[config.mk]
export PLATFORM = sky130hd
export DESIGN_NAME = score_accum
export DESIGN_NICKNAME = d
export VERILOG_FILES = /design/src/rtl/score_accum.sv
export SDC_FILE = /design/constraint.sdc
export NUM_CORES = 1
export LEC_CHECK = 0
export CAP_MARGIN = 0
export CORE_MARGIN = 2
export CORE_UTILIZATION = 50
export CTS_CLUSTER_SIZE = 30
export DETAILED_ROUTE_END_ITERATION = 6
export PLACE_DENSITY = 0.72
export SLEW_MARGIN = 0
export SYNTH_ARGS = -nofsm -noshare
export SYNTH_HDL_FRONTEND = slang
export SYNTH_SLANG_ARGS = --single-unit
[constraint.sdc]
create_clock -name clk -period 12.5 [get_ports clk]
set_input_delay 1.875 -clock clk [delete_from_list [all_inputs] [get_ports clk]]
set_output_delay 1.875 -clock clk [all_outputs]
set_load 0.03 [all_outputs]
[src/rtl/score_accum.sv]
// score_accum: multi-channel BCD score accumulator for the game core.
// Registered BCD adder tree feeding a saturating or wrapping running score.
module score_accum #(
  parameter int NUM         = 4,
  parameter int DIGITS      = 6,
  parameter int SATURATE    = 1,
  parameter int BONUS_DIGIT = 4
) (
  input  logic                    clk,
  input  logic                    resetN,
  input  logic                    clear,
  input  logic [NUM-1:0]          add_valid,
  input  logic [NUM*DIGITS*4-1:0] add_val,
  output logic [DIGITS*4-1:0]     score,
  output logic [DIGITS*4-1:0]     hiscore,
  output logic                    overflow,
  output logic                    bonus,
  output logic                    bad_digit,
  output logic                    busy
);

  localparam int DW = DIGITS * 4;
  localparam int L  = (NUM > 1) ? $clog2(NUM) : 0;
  localparam int BL = BONUS_DIGIT * 4;
  localparam logic [DW-1:0] NINES = {DIGITS{4'h9}};

  function automatic logic [DW:0] bcd_add(
    input logic [DW-1:0] a,
    input logic [DW-1:0] b
  );
    logic [DW-1:0] s;
    logic [4:0]    d;
    logic          c;
    s = '0;
    c = 1'b0;
    for (int i = 0; i < DIGITS; i++) begin
      d = {1'b0, a[i*4 +: 4]} + {1'b0, b[i*4 +: 4]} + {4'd0, c};
      if (d > 5'd9) begin
        d = d + 5'd6;
        c = 1'b1;
      end else begin
        c = 1'b0;
      end
      s[i*4 +: 4] = d[3:0];
    end
    return {c, s};
  endfunction

  function automatic logic bcd_ok(input logic [DW-1:0] v);
    logic ok;
    ok = 1'b1;
    for (int i = 0; i < DIGITS; i++) begin
      if (v[i*4 +: 4] > 4'd9) ok = 1'b0;
    end
    return ok;
  endfunction

  // Level 0 is the input capture stage; levels 1..L are the tree.
  logic [DW-1:0] sum_q [L+1][NUM];
  logic [DW-1:0] sum_d [L+1][NUM];
  logic          tag_q [L+1][NUM];
  logic          tag_d [L+1][NUM];
  logic [L:0]    vld_q, vld_d;

  logic [DW-1:0] score_q, score_d;
  logic [DW-1:0] hiscore_q;
  logic          ovf_q, ovf_d;
  logic          bonus_q, bonus_d;
  logic          bad_q, bad_d;

  logic [DW:0]   pair_r;
  logic [DW:0]   acc_r;
  logic          acc_ov;

  always_comb begin
    pair_r = '0;
    vld_d  = '0;
    bad_d  = 1'b0;
    for (int k = 0; k <= L; k++) begin
      for (int j = 0; j < NUM; j++) begin
        sum_d[k][j] = '0;
        tag_d[k][j] = 1'b0;
      end
    end
    for (int i = 0; i < NUM; i++) begin
      if (add_valid[i]) begin
        if (bcd_ok(add_val[i*DW +: DW])) begin
          sum_d[0][i] = add_val[i*DW +: DW];
          vld_d[0]    = 1'b1;
        end else begin
          bad_d = 1'b1;
        end
      end
    end
    for (int k = 1; k <= L; k++) begin
      vld_d[k] = vld_q[k-1];
      for (int j = 0; j < NUM; j++) begin
        if (2*j + 1 < NUM) begin
          pair_r = bcd_add(sum_q[k-1][2*j], sum_q[k-1][2*j+1]);
          sum_d[k][j] = pair_r[DW-1:0];
          tag_d[k][j] = pair_r[DW] | tag_q[k-1][2*j]
                      | tag_q[k-1][2*j+1];
        end else if (2*j < NUM) begin
          sum_d[k][j] = sum_q[k-1][2*j];
          tag_d[k][j] = tag_q[k-1][2*j];
        end
      end
    end
  end

  always_comb begin
    acc_r   = bcd_add(score_q, sum_q[L][0]);
    acc_ov  = vld_q[L] & (tag_q[L][0] | acc_r[DW]);
    score_d = score_q;
    if (vld_q[L]) begin
      if (acc_ov && SATURATE != 0) score_d = NINES;
      else                         score_d = acc_r[DW-1:0];
    end
    ovf_d   = ovf_q | acc_ov;
    // Upper-digit compare gives one pulse per update, none on wrap.
    bonus_d = score_d[DW-1:BL] > score_q[DW-1:BL];
  end

  always_ff @(posedge clk or negedge resetN) begin
    if (!resetN) begin
      for (int k = 0; k <= L; k++) begin
        for (int j = 0; j < NUM; j++) begin
          sum_q[k][j] <= '0;
          tag_q[k][j] <= 1'b0;
        end
      end
      vld_q     <= '0;
      score_q   <= '0;
      hiscore_q <= '0;
      ovf_q     <= 1'b0;
      bonus_q   <= 1'b0;
      bad_q     <= 1'b0;
    end else begin
      if (score_q > hiscore_q) hiscore_q <= score_q;
      if (clear) begin
        for (int k = 0; k <= L; k++) begin
          for (int j = 0; j < NUM; j++) begin
            sum_q[k][j] <= '0;
            tag_q[k][j] <= 1'b0;
          end
        end
        vld_q   <= '0;
        score_q <= '0;
        ovf_q   <= 1'b0;
        bonus_q <= 1'b0;
        bad_q   <= 1'b0;
      end else begin
        sum_q   <= sum_d;
        tag_q   <= tag_d;
        vld_q   <= vld_d;
        score_q <= score_d;
        ovf_q   <= ovf_d;
        bonus_q <= bonus_d;
        bad_q   <= bad_d;
      end
    end
  end

  assign score     = score_q;
  assign hiscore   = hiscore_q;
  assign overflow  = ovf_q;
  assign bonus     = bonus_q;
  assign bad_digit = bad_q;
  assign busy      = |vld_q;

endmodule

==> results of run 1 <==
## Yosys cell counts (all sizes together), types with 2 or more instances
cell    instances
a32o            3
a22oi           2
nor3            2
nand2b          7
fa             44
a211oi          6
o21a            6
a21boi         15
o211ai          2
nand2          37
buf             4
xnor2          35
nor2           86
a21o           65
and3           16
dfrtp         225
a311oi          3
or3            21
a221oi          4
a41oi           2
o22ai           3
xor2           36
o31ai          12
nand4          11
nor4            2
and2           97
o32ai           2
nor2b          29
nand3           7
inv           137
clkbuf         22
o21ai          42
mux2           16
ha            150
a22o            9
mux2i          29
a21oi          72
o31a           12
a31oi           5
## through the flow
stage               cell area, sq um  utilization [%]
global route                   16400             61.0
CTS                            16400             61.0
global placement               15500             57.6
floorplan                      13600                -
finish                         16400             61.0
detailed placement             15500             57.6
## flip-flops by register name, summed over array words and instances, names as in the netlist
register,count
tag_q,3
bonus,1
sum_q,168
overflow,1
hiscore,24
vld_q,3
score,24
bad_digit,1
## power groups by stage
stage | Combinational (mW) | Sequential, mW | Clock [mW]
finish | 0.647 | 0.770 | 0.804
floorplan | 0.511 | 0.822 | 0
CTS | 0.654 | 0.771 | 0.823
global placement | 0.642 | 0.783 | 0
detailed placement | 0.653 | 0.783 | 0
global route | 0.690 | 0.773 | 0.858
## layer usage
metal	wire length, um	global-route usage, %
met3	1140	2.99
met2	13100	34.6
met4	742	6.09
met5	0	0
met1	12500	26.2
## cell type report
class                   count  area share [%]
clock buffers              29            4.03
clock inverters            16            1.54
inverters                 138            3.16
multi-input cells         896            44.8
flip-flops and latches    225            34.3
well taps                 341            2.60
repair buffers            157            9.55
## worst paths after layout
check                           start          end  slack (ps)  cells past startpoint
max                        sum_q[240]   sum_q[190]        1310                     46
min                          vld_q[1]     vld_q[2]         480                      1
max reg2reg                sum_q[240]   sum_q[190]        1310                     46
min reg2reg                  vld_q[1]     vld_q[2]         480                      1
max in group asynchronous      resetN   sum_q[286]        9750                      2
min in group asynchronous      resetN  hiscore[10]        1350                      1
## placed cells by master (no fill, tap or decap), types with 4 or more instances in the layout
cell type,netlist,routed
sky130_fd_sc_hd__dfrtp_1,225,225
sky130_fd_sc_hd__clkdlybuf4s50_1,0,152
sky130_fd_sc_hd__ha_1,150,150
sky130_fd_sc_hd__inv_1,137,137
sky130_fd_sc_hd__and2_1,97,97
sky130_fd_sc_hd__nor2_1,86,86
sky130_fd_sc_hd__a21oi_1,72,72
sky130_fd_sc_hd__a21o_1,65,65
sky130_fd_sc_hd__fa_1,44,44
sky130_fd_sc_hd__o21ai_0,41,41
sky130_fd_sc_hd__nand2_1,37,37
sky130_fd_sc_hd__xor2_1,36,36
sky130_fd_sc_hd__xnor2_1,35,35
sky130_fd_sc_hd__mux2i_1,29,29
sky130_fd_sc_hd__nor2b_1,29,29
sky130_fd_sc_hd__clkbuf_16,0,25
sky130_fd_sc_hd__or3_1,20,20
sky130_fd_sc_hd__and3_1,16,16
sky130_fd_sc_hd__a21boi_0,15,15
sky130_fd_sc_hd__o31a_1,12,12
sky130_fd_sc_hd__o31ai_1,12,12
sky130_fd_sc_hd__nand4_1,11,11
sky130_fd_sc_hd__a22o_1,9,9
sky130_fd_sc_hd__mux2_2,8,8
sky130_fd_sc_hd__mux2_4,8,8
sky130_fd_sc_hd__nand2b_1,7,7
sky130_fd_sc_hd__nand3_1,7,7
sky130_fd_sc_hd__a211oi_1,6,6
sky130_fd_sc_hd__o21a_1,6,6
sky130_fd_sc_hd__bufinv_16,0,6
sky130_fd_sc_hd__a31oi_1,5,5
sky130_fd_sc_hd__a221oi_1,4,4
sky130_fd_sc_hd__buf_4,0,4
## worst max-delay path, delay by kind of cell (launching register included)
kind	cells	cell delay, ps
buf+inv	10	870
simple gates	1	80
xor+xnor	4	1330
mux	1	280
flops	1	370
fa+ha+maj	18	5610
compound gates	12	2560
## cell families (layout without fill, tap and decap cells)
logic type / Yosys count / count (layout)
AOI/OAI and AO/OA: 268 / 268
xor gates and xnor gates: 71 / 71
adders and majority gates: 194 / 194
buffers and inverters: 164 / 340
DFF: 225 / 225
muxes: 45 / 45
and+or+nand+nor: 318 / 318
==> reports/qor.txt, run 1 <==
result of the run - complete, no violations
detailed-placement wirelength estimate - 21.4 mm
Post-Synthesis Mean Instance Area - 10.6 sq um
TritonCTS clock tree - built
share of final-layout standard cells stronger than drive strength 1 - 4.59%
Mapped Nets - 1582
sequential cell fraction of total power - 34.7%
Pins Over Slew Limit - 0
I/O pin count - 155
share of the synthesized area in the top cell type - 41.4%
cts bufs inserted - 25
root cell of the clock tree - sky130_fd_sc_hd__clkbuf_16
effective utilization at floorplan - 50.7%
part of the cycle the worst path needs - 89.5%
total number of vias - 9409
design internal power - 1.54 mW
delay of the slowest critical-path stage - 480 ps
diode count - 0
total global-route track usage - 20.0%
worst setup slack after layout - 1310 ps
DRC violations left - 0
largest clock skew in the final design - 17.5 ps
Clk pwr share - 36.2%
library cells used by synthesis - 52
chip width - 169 um
Syn-to-layout area delta - 20.5%
hold-fix buffer count after cts - 0
mean routed wirelength per cell - 15.3 um
sum of internal, switching and leakage power - 2.22 mW
share of synthesized registers carrying an async set or reset - 100%
Core Region - 26900 sq um
# resized after CTS - 0
leading post-synthesis cells by cell area - sky130_fd_sc_hd__dfrtp_1 41%, sky130_fd_sc_hd__ha_1 14%, sky130_fd_sc_hd__fa_1 6.5%
number of synthesized flops with an enable pin - 0
number of vias per cell - 5.22
FF+latch count, synth - 225
Cells after DPL - 1757
basic-gate share of the synthesized area counting and, or, nand and nor cells - 12.3%
Primary FF master, synth - sky130_fd_sc_hd__dfrtp_1
tightest slew margin relative to the limit - 18.9%
Final ANT Viol Nets - 0
hold_ws - 481 ps
area of the multi-input gates - 7340 sq um
Adder-Cell Fraction of Synth Area - 20.3%
combinational family with the most area after synthesis - adder cells
Place WS - 1350 ps
clock transition time at the flip-flop clock pins of the worst setup and hold paths - 60 ps
category of the worst setup path launch point - flip-flop
WL final - 27.5 mm
final-layout fill cell count - 2152
Worst Path Max Fanout - 4
largest net degree at the start of global routing - 100
library cell appearing most often on the critical path - sky130_fd_sc_hd__fa_1
antenna violations before repair - 0
final setup fails - 0
maximum level of the CTS H-tree - 1
Chip Height - 169 um
share of the synthesized area in compound gates (AO/OA/AOI/OAI) - 13.1%
crit path max-delay cell type - sky130_fd_sc_hd__fa_1
Iter 0 DRT Violations - 383
Max Clock Freq - 0.0893 GHz
warning count from the yosys run - 0
CP Data Required Time - 12950 ps
vias in the first global route - 9783
shortest clock period the worst path allows after layout - 11190 ps
Post-Synth XOR/XNOR Area - 4.57%
VDD IR max - 0.000327 V
number of buffers inserted by port buffering - 154
P per Cell Area - 135 nW/um^2
post-route non-filler standard cell count - 1802
post-CTS setup repair buffer count - 0
Syn Inst Count - 1285
RSZ-0062 raised after global routing - false
maximum capacitance violations - 0
DRT Pass-1 Iters - 5
global-route wire length before repair - 47.1 mm
Gate power share - 29.1%
cell type with the highest aggregate area in the netlist - sky130_fd_sc_hd__dfrtp_1
Longest Clk Path Bufs - 3
final-stage net count - 1740
overall die area - 28600 sq um
type of the setup path with the least slack - flip-flop to flip-flop
data arrival time of the critical path - 11640 ps
share of the yosys chip area belonging to registers - 41.4%
cell row count - 60
fraction of synthesized area in multiplexers - 3.68%
power spent charging and discharging nets - 0.679 mW
clk_lat worst skew - 530 ps
gr ovfl total - 0
synthesized area - 13600 sq um
global placer's final weighted congestion - 0.859
Sequential cell area - 5630 sq um
category of the worst setup path capture point - flip-flop
Min-Delay Path Class - flip-flop to flip-flop
final count of hold timing violations - 0
Leakage - 8.47 nW
Switching Fraction - 30.6%
transition at the pin with the smallest max-transition slack - 1210 ps
total negative slack - 0 ps
clock sink count - 225
Note: power is estimated with default switching activity, not from simulation.
==> run 2: changes to the inputs <==
SLEW_MARGIN = not set   (was 0)
==> results of run 2 <==
Final layout, timing and power as in run 1 (identical DEF).
==> run 3: changes to the inputs <==
SLEW_MARGIN = 0   (was not set)
==> results of run 3 <==
Final layout, timing and power as in run 1 (identical DEF).
